==> config.mk <==
export PLATFORM = sky130hd
export DESIGN_NAME = mem_port_arbiter
export DESIGN_NICKNAME = d
export VERILOG_FILES = /design/src/rtl/tiny_rv_bus_pkg.sv /design/src/rtl/arb_id_fifo.sv /design/src/rtl/mem_port_arbiter.sv
export SDC_FILE = /design/constraint.sdc
export NUM_CORES = 1
export LEC_CHECK = 0
export CORE_AREA = 4 4 105 107
export DETAILED_ROUTE_END_ITERATION = 12
export DIE_AREA = 0 0 109 111
export PLACE_DENSITY_LB_ADDON = 0.25
export SETUP_SLACK_MARGIN = 0.3
export SYNTH_ARGS = -nofsm -noshare
export SYNTH_HDL_FRONTEND = slang
export SYNTH_SLANG_ARGS = --single-unit
==> constraint.sdc <==
create_clock -name clk -period 3.1 [get_ports clk]
set_clock_uncertainty 0.1 [all_clocks]
set_input_delay 0.93 -clock clk [delete_from_list [all_inputs] [get_ports clk]]
set_output_delay 0.93 -clock clk [all_outputs]
set_load 0.05 [all_outputs]
==> src/rtl/tiny_rv_bus_pkg.sv <==
// tiny_rv_bus_pkg: shared bus types and widths for the core memory path
package tiny_rv_bus_pkg;
    localparam int XLEN = 32;
    localparam int BE_W = 4;
    typedef enum logic {SRC_I = 1'b0, SRC_D = 1'b1} bus_src_e;
endpackage

==> src/rtl/arb_id_fifo.sv <==
// arb_id_fifo: in-order FIFO of request source IDs for outstanding memory requests
module arb_id_fifo
    import tiny_rv_bus_pkg::*;
#(
    parameter int DEPTH = 2
) (
    input  logic     clk,
    input  logic     rst,
    input  logic     push,
    input  logic     pop,
    input  bus_src_e din,
    output bus_src_e dout,
    output logic     full,
    output logic     empty
);
    localparam int AW = (DEPTH > 1) ? $clog2(DEPTH) : 1;
    bus_src_e mem [DEPTH];
    logic [AW-1:0] wr_ptr, rd_ptr;
    logic [AW:0] count;
    assign full = count == (AW+1)'(DEPTH);
    assign empty = count == '0;
    assign dout = mem[rd_ptr];
    always_ff @(posedge clk) begin
        if (push) mem[wr_ptr] <= din;
    end
    always_ff @(posedge clk or negedge rst) begin
        if (!rst) begin
            wr_ptr <= '0;
            rd_ptr <= '0;
            count  <= '0;
        end else begin
            if (push) wr_ptr <= (DEPTH == 1) ? '0 : wr_ptr + 1'b1;
            if (pop) rd_ptr <= (DEPTH == 1) ? '0 : rd_ptr + 1'b1;
            count <= count + (AW+1)'(push) - (AW+1)'(pop);
        end
    end
endmodule

==> src/rtl/mem_port_arbiter.sv <==
// mem_port_arbiter: shares one memory port between I and D sides, D priority with I starvation guard.
// Define ARB_RR_EN for round-robin arbitration instead.
module mem_port_arbiter
    import tiny_rv_bus_pkg::*;
#(
    parameter int MAX_OUTSTANDING = 2,
    parameter int STARVE_LIMIT    = 4
) (
    input  logic            clk,
    input  logic            rst,
    input  logic            i_req,
    input  logic [XLEN-1:0] i_addr,
    output logic            i_gnt,
    output logic            i_rvalid,
    output logic [XLEN-1:0] i_rd_data,
    input  logic            d_req,
    input  logic [XLEN-1:0] d_addr,
    input  logic [BE_W-1:0] d_we,
    input  logic [XLEN-1:0] d_wr_data,
    output logic            d_gnt,
    output logic            d_rvalid,
    output logic [XLEN-1:0] d_rd_data,
    output logic            m_req,
    output logic [XLEN-1:0] m_addr,
    output logic [BE_W-1:0] m_we,
    output logic [XLEN-1:0] m_wr_data,
    input  logic            m_gnt,
    input  logic            m_rvalid,
    input  logic [XLEN-1:0] m_rd_data,
    output logic            err
);
    logic sel_i, grant, pop, full, empty;
    bus_src_e head;
`ifdef ARB_RR_EN
    bus_src_e last;
    assign sel_i = i_req & (!d_req | last == SRC_D);
    always_ff @(posedge clk or negedge rst) begin
        if (!rst) last <= SRC_I;
        else if (grant) last <= sel_i ? SRC_I : SRC_D;
    end
`else
    localparam int SW = (STARVE_LIMIT > 0) ? $clog2(STARVE_LIMIT + 1) : 1;
    localparam logic [SW-1:0] LIMIT = SW'(STARVE_LIMIT);
    logic [SW-1:0] starve_cnt;
    assign sel_i = i_req & (!d_req | starve_cnt == LIMIT);
    always_ff @(posedge clk or negedge rst) begin
        if (!rst) starve_cnt <= '0;
        else if (!i_req || i_gnt) starve_cnt <= '0;
        else if (starve_cnt != LIMIT) starve_cnt <= starve_cnt + 1'b1;
    end
`endif
    // outputs are gated by rst so nothing leaks out while reset is held
    assign m_req     = rst & (i_req | d_req) & !full;
    assign grant     = m_req & m_gnt;
    assign i_gnt     = grant & sel_i;
    assign d_gnt     = grant & !sel_i;
    assign m_addr    = sel_i ? i_addr : d_addr;
    assign m_we      = sel_i ? '0 : d_we;
    assign m_wr_data = sel_i ? '0 : d_wr_data;
    assign pop       = rst & m_rvalid & !empty;
    assign i_rvalid  = pop & (head == SRC_I);
    assign d_rvalid  = pop & (head == SRC_D);
    assign i_rd_data = m_rd_data;
    assign d_rd_data = m_rd_data;
    always_ff @(posedge clk or negedge rst) begin
        if (!rst) err <= 1'b0;
        else if (m_rvalid && empty) err <= 1'b1;
    end
    arb_id_fifo #(.DEPTH(MAX_OUTSTANDING)) u_fifo (
        .clk   (clk),
        .rst   (rst),
        .push  (grant),
        .pop   (pop),
        .din   (sel_i ? SRC_I : SRC_D),
        .dout  (head),
        .full  (full),
        .empty (empty)
    );
endmodule

==> impl_metrics.ini <==
[logic_synthesis]
yosys.area_share.xor_xnor = 0.0245
synth_cell_type_count = 31
synth_top_area_cell = buf_4
synth_top_area_share = 0.268
postSynthCellCount = 191
syn_nets = 333
synthesis.area_um2 = 1790
synthMuxAreaShare = 0.272
synth_top_family_by_area = buffers and inverters
synth-simple-area-share = 0.173
synthTopCellsByArea = buf_4 27%, mux2_4 26%, and2_1 13%
synthAdderAreaFrac = 0.0280
async_flop_share = 0.800
synth_edf_count = 2
yosys_warnings = 0
avgSynthCellArea_um2 = 9.37
synth-compound-area-share = 0.0482
yosysMostFrequentCell = buf_4
ys_seq_area_frac = 0.145
ys_top_cells_by_count = 64 x buf_4, 38 x and2_1, 31 x mux2_4
ys_seq_elements = 10
ys.flop_type = dfrtp_1

[hold_path]
hp-class = register to register
min_path_cells = 1

[pwr]
p_per_area_nw_per_um2 = 341
swShare = 0.393
comb_power_share = 0.760
finalPower_mw = 1.54
power.leakage_nw = 2.04
seqPwrFrac = 0.135
pwr-share-clk = 0.106
internal_power_uw = 936
irDropWorstVdd_mv = 0.138
p_switching_uw = 607

[timing]
hold_viol = 0
worstMarginPinSlew_ns = 0.494
max_freq_mhz = 325
slew_violations = 0
relSlewSlack = 0.670
period_share = 0.992
period_needed_ns = 3.08
tns_ns = 0
setup_viol = 0
rsz0062_at_grt = yes

[floorplanning]
start_util = 0.177
rows = 37
ioPinCount = 276
dieWidth_um = 109
core_um2 = 10100
die_area_um2 = 12100
die_h_um = 111

[grt]
grt_pass1_wl_um = 11000
antenna_found_initial = 0
grt_usage = 0.117
grt_max_degree = 25
grt_pass1_vias = 1891
grt-ovfl-total = 0

[clock_tree]
path_clk_slew_ns = 0.05
htree_levels = 1
clock_sinks = 10
numCtsBuffers = 3
cts_buffer_depth = 2
cts_tree = yes
worstSkewPairLatency_ns = 0.23
cts-hold-fix-buffers = 0
cts-root-buf = clkbuf_8

[job]
maxCapViolCount = 0

[routing]
wl_per_cell_um = 16.0
drt-initial-drc-count = 81
wirelength_um = 7430
vias = 1735
drc = 0
ant_nets = 0
firstDrtPassIters = 4
routed_via_density = 3.73

[placement]
io_buffers = 179
gp_congestion = 0.790
dp_hpwl_um = 6460

[critical_path]
cp.required_ns = 2.07
worstPathMaxFanout = 7
reg2reg_depth = 8
worst-setup-path-type = input port to output port
cp-start-kind = input port
cp.arrival_ns = 2.05
cp-end-kind = output port

[finish]
diodes = 0
nNetsFinal = 472
syn2layout_area_growth_pct = 152
drive_gt1_frac = 0.553

[status]
status = finished clean
==> stage by stage <==
stage                     worst slack (ns)  area, um2  utilization  instances  hold slack [ns]
after floorplan                      0.254       1860            -        191            0.360
after global routing               -0.0161       4520        0.446        465            0.366
after CTS                          0.00964       4450        0.438        461            0.358
after detailed placement            -0.422       4130        0.408        446            0.346
after global placement              -0.436       4130        0.408        446            0.341
final                               0.0235       4520        0.446        465            0.353
==> final cells by class <==
type | instances | area [um2]
Fill cell | 911 | 5620
Timing Repair Buffer | 205 | 2900
Multi-Input combinational cell | 104 | 1110
Sequential cell | 10 | 260
Tap cell | 136 | 170
Clock buffer | 4 | 55.1
Inverter | 6 | 22.5
==> worst paths after layout <==
kind / start / endpoint / slack, ns
min in group asynchronous: rst / err / 0.38
hold / removal: err / err / 0.35
hold reg to reg: err / err / 0.35
setup reg to reg: u_fifo.count[1] / u_fifo.count[1] / 1.21
max in group asynchronous: rst / u_fifo.rd_ptr / 2.23
setup / recovery: d_req / m_addr[10] / 0.02
==> power by group through the flow <==
stage               clock network [mW]  logic (mW)  registers [mW]
global route                     0.179        1.23           0.214
detailed placement                   0        1.09           0.210
global placement                     0        1.09           0.209
finish                           0.163        1.17           0.207
CTS                              0.170        1.17           0.208
floorplan                            0       0.767           0.203
==> per-layer routing <==
metal,vias to the layer above,wire (um),track usage
li1,831,-,-
met1,780,2840,0.143
met2,110,3590,0.185
met3,14,943,0.0559
met4,0,63,0.0253
met5,-,0,0
==> worst max-delay path, stage by stage <==
cell	delay, ns
buf_6	0.07
a21bo_4	0.24
nand2_8	0.09
buf_12	0.12
buf_12	0.12
mux2_4	0.32
buf_12	0.15
==> placed cells by master, fill, tap and decap left out, types with 2 or more instances in the layout <==
master / n
buf_16: 5
and2_2: 2
dlygate4sd2_1: 2
o21a_1: 2
edfxtp_1: 2
xnor2_1: 5
nor2_1: 4
buf_4: 13
nand2_1: 2
clkbuf_8: 4
and2_1: 2
inv_1: 5
and2_4: 34
buf_12: 79
clkdlybuf4s50_1: 101
mux2_4: 32
ha_1: 4
buf_6: 3
dfrtp_1: 8
==> cell families (layout without fill, tap and decap cells) <==
logic type      Yosys count  after routing
compound gates           11             11
xor+xnor                  5              5
simple gates             51             51
flops                    10             10
buf+inv                  77            215
mux                      33             33
fa+ha+maj                 4              4
==> registers in the layout (all words and copies together) (netlist names) <==
name and cells:
starve_cnt 3, u_fifo.count 2, u_fifo.mem 2, err 1, u_fifo.rd_ptr 1, u_fifo.wr_ptr 1
==> what timing repair did <==
item / CTS / global route
pin swaps: 17 / 0
gates resized for setup: 43 / 23
setup buffers: 7 / 4
endpoints found under the setup margin: 73 / 70
gates cloned: 4 / 0
(Power assumes the default switching activity.)
==> variant: new RTL, config.mk and constraints unchanged <==
Add a define of `ARB_RR_EN`.
--- a/src/rtl/mem_port_arbiter.sv
+++ b/src/rtl/mem_port_arbiter.sv
@@ -1,5 +1,7 @@
 // mem_port_arbiter: shares one memory port between I and D sides, D priority with I starvation guard.
 // Define ARB_RR_EN for round-robin arbitration instead.
+`define ARB_RR_EN
+
 module mem_port_arbiter
     import tiny_rv_bus_pkg::*;
 #(
Function: changed (Yosys sat finds a counterexample within 4 cycles, from zero or initial values and one cycle with rst low).
==> variant against the unedited design <==
- the run now ends with negative setup slack left
- routed wire length fell by 4.1%
- maximum frequency fell by 1.7%
- setup slack got worse by 0.052 ns
- cell area shrank 2.9%
- sequential cell count shrank 2
- global-route usage fell by 0.91 points
- non-clock buffer count up 11
- area after synthesis down 16%
- total power increased by 37%
- largest cell class unchanged
==> variant: results <==
group,metric,value,unit
synthesis,synth-compound-area-share,0.0333,
placement,pre_cts_slack,-0.401,ns
layout,drive_above_1_share,0.598,
global_route,globalRouteMet1Util,0.0951,
global_route,grt_max_degree,11,
setup_path,rrSetupSlack,0.80,ns
synthesis,synthMuxAreaShare,0.254,
setup_path,cp.arrival,2.10,ns
status,run_status,"complete, but fails checks",
setup_path,crit_fanout,6,
global_route,grt_use_met2,0.202,
layout,multi_input_area,993,um^2
placement,dpl_cell_area,0.00356,mm^2
pwr,leakage,0.00199,uW
placement,placed_cells,427,
pwr,internal_power,1220,uW
status,violations,"negative setup slack",
setup_path,r2r_cells,12,
synthesis,postSynthCellCount,173,
timing,worst_slack,-0.0290,ns
cts,cts_resized,133,
timing,setup_viol,6,
synthesis,synthAdderAreaFrac,0.0166,
layout,reg_top3,"u_fifo.count: 2 flops, u_fifo.mem: 2 flops",
setup_path,critical_path.endpoint,"m_addr[21]",
pwr,ir_drop,0.187,mV
synthesis,synth_commonest_cells,"67 x buf_4, 36 x and2_1, 31 x mux2_2, 6 x dfrtp_1, 5 x inv_1",
timing,setup_tns,-0.140,ns
routing,vias,1715,
timing,worstMarginPinSlew,0.494,ns
routing,avgRoutedWirePerCell,15.6,um
==> variant: cell types whose count changed in the layout (fill, tap and decap cells not counted), moves of 3 or more <==
cell,before,now
buf_8,1,29
buf_6,3,13
buf_16,5,8
buf_4,13,10
buf_12,79,49
==> variant: how the worst min path moves through the flow <==
stage,end,start,slack [ns],depth (start not counted)
3_3_place_gp,err$_DFFE_PN0P_,err$_DFFE_PN0P_,0.35,1
6_report,err$_DFFE_PN0P_,err$_DFFE_PN0P_,0.37,1
4_1_cts,err$_DFFE_PN0P_,err$_DFFE_PN0P_,0.38,1
3_5_place_dp,err$_DFFE_PN0P_,err$_DFFE_PN0P_,0.37,1
5_1_grt,err$_DFFE_PN0P_,err$_DFFE_PN0P_,0.38,1
2_1_floorplan,u_fifo.wr_ptr$_DFFE_PN0N_,u_fifo.wr_ptr$_DFFE_PN0N_,0.36,1
==> variant: cell type report <==
cell class                 count  area share
multi-input combinational     89       0.226
clock buffer                   3     0.00941
tap                          136      0.0388
inverter                       5     0.00485
sequential                     8      0.0479
timing repair buffer         216       0.673
==> variant: cells by family (layout without fill, tap and decap cells) <==
kind of cell / after synthesis / after routing
AO/OA/AOI/OAI: 5 / 5
XOR/XNOR: 4 / 4
adder cells (fa/ha/maj): 2 / 2
buffers and inverters: 76 / 224
flip-flops: 8 / 8
AND/OR/NAND/NOR: 44 / 44
multiplexers: 34 / 34
==> variant: routing by layer <==
| metal | routed length (um) | vias to the layer above | part of all wire |
|---|---|---|---|
| met3 | 1270 | 8 | 0.18 |
| met5 | 0 | - | 0 |
| met1 | 2110 | 751 | 0.30 |
| met4 | 78 | 0 | 0.011 |
| li1 | - | 795 | - |
| met2 | 3670 | 161 | 0.52 |
